**src/rtl/process_switch_ctrl_pkg.sv**
```systemverilog
// Shared definitions for the context-switch controller and the register bank.
//   state_t            : controller FSM state encoding (3 bits)
//   BANK_SO/BANK_PROC  : register-bank select values (OS bank / user bank)
//   REG_*              : register indices the bank uses for bookkeeping
//   reads_proc_bank()  : true in the states where the user bank is read
package jups_pkg;

    typedef enum logic [2:0] {
        SO_RUN   = 3'd0,
        LAUNCH   = 3'd1,
        PROC_RUN = 3'd2,
        PREEMPT  = 3'd3,
        FINISH   = 3'd4
    } state_t;

    localparam logic BANK_SO   = 1'b0;
    localparam logic BANK_PROC = 1'b1;

    localparam int REG_RA       = 30;
    localparam int REG_SAVED_PC = 26;
    localparam int REG_END      = 25;

    // The user bank is read only while the user process is actually running
    // (including its launch cycle); on the way out the OS bank is read again
    // while the user bank is still being written.
    function automatic logic reads_proc_bank(input state_t s);
        return (s == LAUNCH) || (s == PROC_RUN);
    endfunction

endpackage

```
**src/rtl/process_switch_ctrl_if.sv**
```systemverilog
// Bundle between the core/register bank and the context-switch controller.
//   master : core side, drives launch/halt/retire requests and the current PC
//   slave  : controller side, drives bank selects, strobes and PC redirect
interface process_switch_ctrl_if #(
    parameter int PC_WIDTH = 32
);
    logic                exec_proc;
    logic [PC_WIDTH-1:0] proc_entry;
    logic                halt_proc;
    logic                instr_retire;
    logic [PC_WIDTH-1:0] ProgramCounter;
    logic                select_proc_reg_read;
    logic                select_proc_reg_write;
    logic                change_so;
    logic                end_proc;
    logic                pc_load;
    logic [PC_WIDTH-1:0] pc_next;
    logic                user_mode;

    modport master (
        output exec_proc, proc_entry, halt_proc, instr_retire, ProgramCounter,
        input  select_proc_reg_read, select_proc_reg_write, change_so,
               end_proc, pc_load, pc_next, user_mode
    );

    modport slave (
        input  exec_proc, proc_entry, halt_proc, instr_retire, ProgramCounter,
        output select_proc_reg_read, select_proc_reg_write, change_so,
               end_proc, pc_load, pc_next, user_mode
    );
endinterface

```
**src/rtl/process_switch_ctrl_quantum_timer.sv**
```systemverilog
// Retired-instruction quantum counter for the user process.
//   clk, srst : clock and synchronous active-high reset
//   load      : reload the counter with LOAD_VALUE (QUANTUM - 1)
//   dec       : one instruction retired; decrement
//   expired   : counter is at zero, i.e. the next retire ends the quantum
module quantum_timer #(
    parameter logic [31:0] LOAD_VALUE = 32'd1023
) (
    input  logic clk,
    input  logic srst,
    input  logic load,
    input  logic dec,
    output logic expired
);
    logic [31:0] qcnt_reg;

    always_ff @(posedge clk) begin
        if (srst) begin
            qcnt_reg <= 32'd0;
        end else if (load) begin
            qcnt_reg <= LOAD_VALUE;
        end else if (dec && (qcnt_reg != 32'd0)) begin
            // Guarded so the count can never wrap below zero.
            qcnt_reg <= qcnt_reg - 32'd1;
        end
    end

    assign expired = (qcnt_reg == 32'd0);
endmodule

```
**src/rtl/process_switch_ctrl.sv**
```systemverilog
// Context-switch controller between the OS (bank 0) and one user process
// (bank 1). Launches the process, preempts it after QUANTUM retired
// instructions, terminates it on halt, and redirects the PC on each switch.
//   Clock, Reset : clock, synchronous active-high reset
//   bus (slave)  : launch/halt/retire requests and PC in; bank selects,
//                  change_so/end_proc strobes, pc_load/pc_next, user_mode out
module process_switch_ctrl
    import jups_pkg::*;
#(
    parameter longint unsigned QUANTUM  = 1024,
    parameter int              PC_WIDTH = 32
) (
    input  logic                  Clock,
    input  logic                  Reset,
    process_switch_ctrl_if.slave  bus
);
    localparam logic [31:0] QCNT_INIT = 32'(QUANTUM - 1);

    state_t              state_reg;
    state_t              state_next;
    logic [PC_WIDTH-1:0] so_resume_reg;
    // Holds the user entry PC from launch request until the LAUNCH cycle,
    // then the OS resume PC for PREEMPT/FINISH; outputs are pure decode.
    logic [PC_WIDTH-1:0] pc_next_reg;
    logic                timer_load;
    logic                timer_dec;
    logic                timer_expired;

    quantum_timer #(
        .LOAD_VALUE (QCNT_INIT)
    ) u_quantum_timer (
        .clk     (Clock),
        .srst    (Reset),
        .load    (timer_load),
        .dec     (timer_dec),
        .expired (timer_expired)
    );

    // Next-state logic. Halt has priority over quantum expiry so a process
    // that finishes on its last allowed instruction is terminated, not saved.
    always_comb begin
        state_next = state_reg;
        timer_load = 1'b0;
        timer_dec  = 1'b0;
        case (state_reg)
            SO_RUN: begin
                if (bus.exec_proc) begin
                    state_next = LAUNCH;
                    timer_load = 1'b1;
                end
            end
            LAUNCH: begin
                state_next = PROC_RUN;
            end
            PROC_RUN: begin
                if (bus.halt_proc) begin
                    state_next = FINISH;
                end else if (bus.instr_retire && timer_expired) begin
                    state_next = PREEMPT;
                end else if (bus.instr_retire) begin
                    timer_dec = 1'b1;
                end
            end
            PREEMPT: state_next = SO_RUN;
            FINISH:  state_next = SO_RUN;
            default: state_next = SO_RUN;
        endcase
    end

    always_ff @(posedge Clock) begin
        if (Reset) begin
            state_reg     <= SO_RUN;
            so_resume_reg <= '0;
            pc_next_reg   <= '0;
        end else begin
            state_reg <= state_next;
            if ((state_reg == SO_RUN) && bus.exec_proc) begin
                // Resume after the instruction that requested the launch;
                // wraps modulo 2^PC_WIDTH.
                so_resume_reg <= bus.ProgramCounter + PC_WIDTH'(1);
                pc_next_reg   <= bus.proc_entry;
            end else if ((state_next == PREEMPT) || (state_next == FINISH)) begin
                pc_next_reg <= so_resume_reg;
            end
        end
    end

    // Moore output decode.
    always_comb begin
        bus.select_proc_reg_read  = BANK_SO;
        bus.select_proc_reg_write = BANK_SO;
        bus.change_so             = 1'b0;
        bus.end_proc              = 1'b0;
        bus.pc_load               = 1'b0;
        if (reads_proc_bank(state_reg)) begin
            bus.select_proc_reg_read = BANK_PROC;
        end
        case (state_reg)
            LAUNCH: begin
                bus.select_proc_reg_write = BANK_PROC;
                bus.pc_load               = 1'b1;
            end
            PROC_RUN: begin
                bus.select_proc_reg_write = BANK_PROC;
            end
            PREEMPT: begin
                bus.select_proc_reg_write = BANK_PROC;
                bus.change_so             = 1'b1;
                bus.pc_load               = 1'b1;
            end
            FINISH: begin
                bus.select_proc_reg_write = BANK_PROC;
                bus.end_proc              = 1'b1;
                bus.pc_load               = 1'b1;
            end
            default: ;
        endcase
        bus.pc_next   = pc_next_reg;
        bus.user_mode = bus.select_proc_reg_read;
    end
endmodule

```
**src/flat_wrapper.sv**
```systemverilog
// flat-port wrapper written by rule: the top's interface ports become plain ports
module process_switch_ctrl_flat import jups_pkg::*;
#(
    parameter longint unsigned QUANTUM  = 1024,
    parameter int              PC_WIDTH = 32
)
  (Clock, Reset, bus_exec_proc, bus_proc_entry, bus_halt_proc, bus_instr_retire, bus_ProgramCounter, bus_select_proc_reg_read, bus_select_proc_reg_write, bus_change_so, bus_end_proc, bus_pc_load, bus_pc_next, bus_user_mode);
  process_switch_ctrl_if #(.PC_WIDTH(PC_WIDTH)) bus_i ();
  input  logic Clock;
  input  logic Reset;
  input wire logic [$bits(bus_i.exec_proc)-1:0] bus_exec_proc;
  input wire logic [$bits(bus_i.proc_entry)-1:0] bus_proc_entry;
  input wire logic [$bits(bus_i.halt_proc)-1:0] bus_halt_proc;
  input wire logic [$bits(bus_i.instr_retire)-1:0] bus_instr_retire;
  input wire logic [$bits(bus_i.ProgramCounter)-1:0] bus_ProgramCounter;
  output wire logic [$bits(bus_i.select_proc_reg_read)-1:0] bus_select_proc_reg_read;
  output wire logic [$bits(bus_i.select_proc_reg_write)-1:0] bus_select_proc_reg_write;
  output wire logic [$bits(bus_i.change_so)-1:0] bus_change_so;
  output wire logic [$bits(bus_i.end_proc)-1:0] bus_end_proc;
  output wire logic [$bits(bus_i.pc_load)-1:0] bus_pc_load;
  output wire logic [$bits(bus_i.pc_next)-1:0] bus_pc_next;
  output wire logic [$bits(bus_i.user_mode)-1:0] bus_user_mode;
  assign bus_i.exec_proc = bus_exec_proc;
  assign bus_i.proc_entry = bus_proc_entry;
  assign bus_i.halt_proc = bus_halt_proc;
  assign bus_i.instr_retire = bus_instr_retire;
  assign bus_i.ProgramCounter = bus_ProgramCounter;
  assign bus_select_proc_reg_read = bus_i.select_proc_reg_read;
  assign bus_select_proc_reg_write = bus_i.select_proc_reg_write;
  assign bus_change_so = bus_i.change_so;
  assign bus_end_proc = bus_i.end_proc;
  assign bus_pc_load = bus_i.pc_load;
  assign bus_pc_next = bus_i.pc_next;
  assign bus_user_mode = bus_i.user_mode;
  process_switch_ctrl #(.QUANTUM(QUANTUM), .PC_WIDTH(PC_WIDTH)) u_core (.Clock(Clock), .Reset(Reset), .bus(bus_i));
endmodule
```
**config.mk**
```make
export PLATFORM = sky130hd
export DESIGN_NAME = process_switch_ctrl_flat
export DESIGN_NICKNAME = d
export VERILOG_FILES = /design/src/rtl/process_switch_ctrl_pkg.sv /design/src/rtl/process_switch_ctrl_if.sv /design/src/rtl/process_switch_ctrl_quantum_timer.sv /design/src/rtl/process_switch_ctrl.sv /design/src/flat_wrapper.sv
export SDC_FILE = /design/constraint.sdc
export NUM_CORES = 1
export LEC_CHECK = 0
export CORE_MARGIN = 3
export CORE_UTILIZATION = 50
export DETAILED_ROUTE_END_ITERATION = 6
export GPL_TIMING_DRIVEN = 1
export PLACE_DENSITY = 0.78
export SYNTH_ARGS = -nofsm -noshare
export SYNTH_HDL_FRONTEND = slang
export SYNTH_SLANG_ARGS = --single-unit
```
**constraint.sdc**
```tcl
create_clock -name Clock -period 3.6 [get_ports Clock]
set_input_delay 0.54 -clock Clock [delete_from_list [all_inputs] [get_ports Clock]]
set_output_delay 0.54 -clock Clock [all_outputs]
set_load 0.01 [all_outputs]
```
* Yosys cells after proc, flatten, opt, wreduce, memory -nomap -nowiden
Cells that the tools add are included.
** Operators by class
- Multiply operators :: 0
- $add $sub $neg :: 2
- Shift-type cells :: 0
- Eq/ne operators :: 6
- Bitwise gates (word level) :: 0
- Divide/modulo/power cells :: 0
- $lt $le $gt $ge :: 0
- Muxes and demuxes :: 19
- Reductions and logical operators :: 13
** Operators by type and width (number)
- 32-bit 2-to-1 mux :: 2
- 32-bit by 1-bit adder with 32-bit output (second input constant) :: 1
- 32-bit logical NOT :: 1
- 32-bit nonzero test :: 1
- 32-bit by 1-bit subtractor with 32-bit output (second input constant) :: 1
- 10-bit 2-to-1 mux :: 2
- 1-bit 2-to-1 mux :: 11
- 3-bit by 2-bit == test with 1-bit output (second input constant) :: 3
- 3-bit 2-to-1 mux :: 3
- 3-bit case mux with 3 select lines :: 1
- 3-bit == test (second input constant) :: 2
- 2-bit nonzero test :: 2
- 4-bit OR reduction :: 1
- 3-bit by 1-bit == test with 1-bit output (second input constant) :: 1
- 1-bit logical AND :: 3
- 3-bit logical NOT :: 1
- 3-bit OR reduction :: 1
- 1-bit logical OR :: 2
- 2-bit OR reduction :: 1
** Storage, ports and cells
- Latch bits :: 0
- Output and inout port bits :: 38
- Bits in writable memories :: 0
- Memories :: 0
- Register bits after elaboration :: 99
- ROM bits :: 0
- Input bits :: 69

* Depth between registers and ports, before layout
- Word-level depth :: 9
- Gate-level depth with buffers :: 9
- Gate-level depth less buffers :: 7

* Hierarchy
From an unflattened synthesis, not the netlist that was laid out.
** Unflattened totals
- Cells, all modules :: 563
- Area total of the unflattened synthesis :: 4722.0 um^2
** Modules (own cells, without submodules)
- process_switch_ctrl :: area each 3149.3 um^2, instances 1, cells each 382
- quantum_timer :: area each 1572.8 um^2, instances 1, cells each 181

* Least setup slack after synthesis
No wires, ideal clock.
- Path kind :: register to register
- Start point :: reg u_core.u_quantum_timer.qcnt_reg[9]
- End point :: reg u_core.u_quantum_timer.qcnt_reg[29]
- Data arrival time :: 2142 ps
- Slack :: 1387 ps
- Clock period less this slack :: 2213 ps
- Stages on the path, launching flop included :: 7
- Library setup time :: 70 ps
- Path buffers :: 1
- Cell sequence :: dfxtp_1 nor4_2 nand4_4 or4_1 clkbuf_1 or4_1 a21oi_1
** On the way
- Cells in the longest elaborated chain, start to end :: 6
- Elaborated cells on any way between the ends :: 8
- Those cells by class :: add/sub: 1; mux: 3; reduce/logical: 4
** Ends and longest elaborated chain
- start: declaration :: RTL line process_switch_ctrl_quantum_timer.sv:15 : logic [31:0] qcnt_reg;
- start signal: assignment :: RTL line process_switch_ctrl_quantum_timer.sv:24 : qcnt_reg <= qcnt_reg - 32'd1;
- parallel branches: the longest is 6 deep, another holds 32-bit by 1-bit subtractor with 32-bit output
Parallel ways; which one is timed is not known.
A chain may end at the register's enable or synchronous reset.

* Worst setup path after layout
- Start point :: reg u_core.state_reg[1]
- End point :: reg u_core.pc_next_reg[10], in the netlist u_core.bus.pc_next[10]
** On the way
- Cells in the longest elaborated chain, start to end :: 6
- Elaborated cells on any way between the ends :: 13
- Those cells by class :: eq/ne: 4; mux: 5; reduce/logical: 4
** Ends and longest elaborated chain
- start: declaration :: RTL line process_switch_ctrl.sv:19 : state_t state_reg;
- start signal: assignment :: RTL line process_switch_ctrl.sv:76 : state_reg <= state_next;
- 3-bit 2-to-1 mux :: RTL line process_switch_ctrl.sv:58 : end else if (bus.instr_retire && timer_expired) begin
- 3-bit 2-to-1 mux :: RTL line process_switch_ctrl.sv:56 : if (bus.halt_proc) begin
- 3-bit case mux with 3 select lines :: RTL line process_switch_ctrl.sv:45 : case (state_reg)
- 3-bit by 2-bit == test with 1-bit output / 3-bit == test (equally long branches) :: RTL line process_switch_ctrl.sv:82 : end else if ((state_next == PREEMPT) || (state_next == FINISH)) begin
- 1-bit logical OR :: RTL line process_switch_ctrl.sv:82
- 2-bit nonzero test (no source line)
- end signal: assignment :: RTL line process_switch_ctrl.sv:81 : pc_next_reg <= bus.proc_entry;
- end signal: assignment :: RTL line process_switch_ctrl.sv:83 : pc_next_reg <= so_resume_reg;
- end: declaration :: RTL line process_switch_ctrl.sv:24 : logic [PC_WIDTH-1:0] pc_next_reg;
Parallel ways exist; a longest one is shown, timed or not.

==> summary.txt <==
STA
  • Layout Skew: 0.0148 ns
  • Post-route clock period utilization: 74.1%
  • Setup violators final: 0
  • Worst setup margin: 0.934 ns
  • Setup TNS: 0 ns
  • Max-slew headroom: 46.7%
  • RSZ-0062 raised after global routing: false
  • Final Hold Vio Count: 0
  • Fmax: 0.375 GHz
  • Period minus WS final: 2.67 ns
  • Slew Viols, Final: 0
  • Worst-Margin Slew: 0.799 ns

Yosys
  • Main combinational cell family by area after synthesis: simple AND/OR/NAND/NOR gates
  • Synthesis-stage register bit count: 99
  • Largest area contributor in the netlist: dfxtp_1
  • Synth Area in Adders: 0.780%
  • Simple-gate share of the synthesized area: 28.8%
  • Largest cells by area after synthesis: dfxtp_1 41%, nand2_1 6.9%, a311oi_1 6.0%
  • Synthesis Warnings: 0
  • Primary FF master, synth: dfxtp_1
  • Mapped Cells: 579
  • Post-synthesis sequential area ratio: 41.2%
  • Ys async rst share: 0%
  • Post-synthesis cell type count: 51
  • Most instantiated cells after synthesis: 99 x dfxtp_1, 89 x nand2_1, 67 x nor2_1
  • Most frequent cell after synthesis: dfxtp_1
  • Mapped cell area: 4810 um^2
  • Mean post-synth cell area: 8.31 um^2
  • Number of synthesized flops with an enable pin: 0
  • Mapped Nets: 651
  • Post-synthesis mux area share: 0.650%
  • Post-synth top area share: 41.2%
  • Xor and xnor area share after synthesis: 5.83%
  • Compound-Gate Fraction of Synth Area: 19.1%

Pwr
  • Pwr Density: 426 nW/um^2
  • Maximum VDD drop: 0.000200 V
  • Leak Pwr: 2.11 nW

Die
  • Initial Util: 51.8%
  • Num rows: 35
  • Die Span Y: 104 um
  • Core area: 9280 um^2
  • Die Width: 104 um
  • Die ar.: 10,800 um^2
  • I/O pin cnt: 107

Worst setup path
  • Endpoint class of the critical path: flip-flop
  • CP Launch Type: flip-flop
  • Crit Path Max Fanout: 56
  • Critical-path cell list: nor3b_1, nand4_1, o311ai_4, buf_12, nor2_1, a311oi_1
  • R2R Path Start: u_core.state_reg[1]$_SDFF_PP0_
  • FF-to-FF End: u_core.bus.pc_next[10]$_SDFFE_PP0P_
  • Worst path slowest cell: o311ai_4
  • Crit Path Category: reg -> reg
  • R2R cell count: 6
  • Crit path largest cell delay: 0.58 ns
  • Data arrival, critical path: 2.93 ns
  • Worst EP required: 3.86 ns
  • R2r setup slk: 0.93 ns

GRT
  • First-pass GRT wire length: 20.2 mm
  • Vias in the first global route: 4,350
  • Largest net degree at the start of global routing: 80
  • GR Overflow Total: 0
  • Total GRT Usage: 21.9%
  • Initial antenna violation count: 0

Clock tree
  • CTS tree: yes
  • Worst-Skew Late Latency: 0.36 ns
  • Clk root buf: clkbuf_8
  • # H-tree levels: 3
  • CTS sink cnt: 99
  • Worst-path clk slew: 0.10 ns
  • CTS Buf Count: 9
  • Post-CTS setup buffers: 0
  • PostCTS Resize Cnt: 0
  • Hold-fix buffers at CTS: 0
  • Clock Tree Buf Depth: 2

Flow run
  • Max Cap Viol: 0

Route
  • Drt initial violations: 215
  • Drt first pass iters: 4
  • Total Wirelength: 11.8 mm
  • Via Count: 4,579
  • Vias/cell: 5.74
  • Post-route DRC: 0
  • Routed Antenna Nets: 0
  • WL/cell: 14.8 um

Layout
  • Final nets: 736
  • Fraction of layout cells with a size suffix above 1: 5.38%
  • P&R area growth vs syn: 27.5%
  • Finished Core Util: 66.0%
  • Ant diodes: 0
  • Finished layout cell area: 6130 um^2
  • Filler instances: 793

Hold path
  • Worst hold start: u_core.so_resume_reg[11]$_SDFFE_PP0P_
  • Worst min path class: reg -> reg
  • Worst hold endpoint: u_core.so_resume_reg[11]$_SDFFE_PP0P_
  • Hold path cells: 2

Placement
  • Placed Area: 5940 um^2
  • Gpl congestion: 0.881
  • DP HPWL: 8.49 mm
  • Worst slack at placement: 0.702 ns
  • Port bufs: 106

Run status
  • Status: finished, final reports clean
per-layer routing:
| metal | routed length, um | global-route usage (%) | vias up |
|---|---|---|---|
| met2 | 5700 | 36.1 | 112 |
| met1 | 5370 | 28.3 | 2143 |
| met4 | 264 | 8.83 | 0 |
| met3 | 505 | 3.91 | 22 |
| met5 | 0 | 0 | - |
| li1 | - | - | 2302 |
where the power goes:
group | internal, W | total [W] | leakage, nW | switching, W
combinational | 0.000309 | 0.000655 | 1.19 | 0.000346
clock | 0.000285 | 0.000690 | 0.0998 | 0.000405
sequential | 0.00120 | 0.00127 | 0.814 | 0.0000659
worst max-delay path, delay by kind of cell (launching register included):
kind,cells,cell delay (ns)
flops,1,0.42
simple gates,3,0.99
buf+inv,1,0.31
compound gates,2,0.84
worst max path at each step:
stage                                                  endpoint                                             from  cells after the start
4_1_cts                     u_core.bus.pc_next[21]$_SDFFE_PP0P_                   u_core.state_reg[1]$_SDFF_PP0_                      6
5_1_grt                      u_core.bus.pc_next[5]$_SDFFE_PP0P_                   u_core.state_reg[1]$_SDFF_PP0_                      6
3_3_place_gp              u_core.so_resume_reg[18]$_SDFFE_PP0P_                            bus_ProgramCounter[2]                      6
6_report                    u_core.bus.pc_next[10]$_SDFFE_PP0P_                   u_core.state_reg[1]$_SDFF_PP0_                      6
2_1_floorplan  u_core.u_quantum_timer.qcnt_reg[29]$_SDFFE_PP0P_  u_core.u_quantum_timer.qcnt_reg[9]$_SDFFE_PP0P_                      6
3_5_place_dp              u_core.so_resume_reg[20]$_SDFFE_PP0P_                            bus_ProgramCounter[2]                      6
cell families (layout without fill, tap and decap cells):
logic type,count (synthesis),count (layout)
xor gates and xnor gates,32,32
AOI/OAI and AO/OA,128,128
buffers and inverters,43,133
muxes,3,3
DFF,99,99
adders and majority gates,3,3
and+or+nand+nor,271,271
final cells by class:
class,instances,area [um^2],share of cell area [%]
clock inverter,6,55.1,0.898
sequential,99,1980,32.3
multi-input combinational,437,2660,43.4
tap,129,161,2.63
inverter,4,15.0,0.245
clock buffer,10,138,2.24
timing repair buffer,113,1120,18.3
cell usage in the layout (no fill, tap or decap), types with 3 or more instances in the layout:
cell type / count
clkdlybuf4s50_1: 105
dfxtp_1: 99
nand2_1: 89
nor2_1: 67
a311oi_1: 33
a21oi_1: 31
xor2_1: 27
a211oi_1: 23
or3_1: 19
nand4_1: 16
or4_1: 16
o31ai_1: 13
nand3_1: 12
nor4_1: 11
o21ai_0: 11
clkbuf_8: 10
nor3_1: 9
a31oi_1: 7
and3_1: 6
buf_4: 6
xnor2_1: 5
and2_1: 5
inv_1: 4
and4_1: 3
ha_1: 3
inv_6: 3
through the flow:
step                      hold WS, ns  power (W)  instances
final                           0.464    0.00261        798
after global routing            0.503    0.00275        798
after CTS                       0.470    0.00263        798
after detailed placement        0.456    0.00195        782
after global placement          0.450    0.00193        782
after floorplan                 0.440    0.00165        579
No activity file was read; power rests on OpenSTA's default activity.
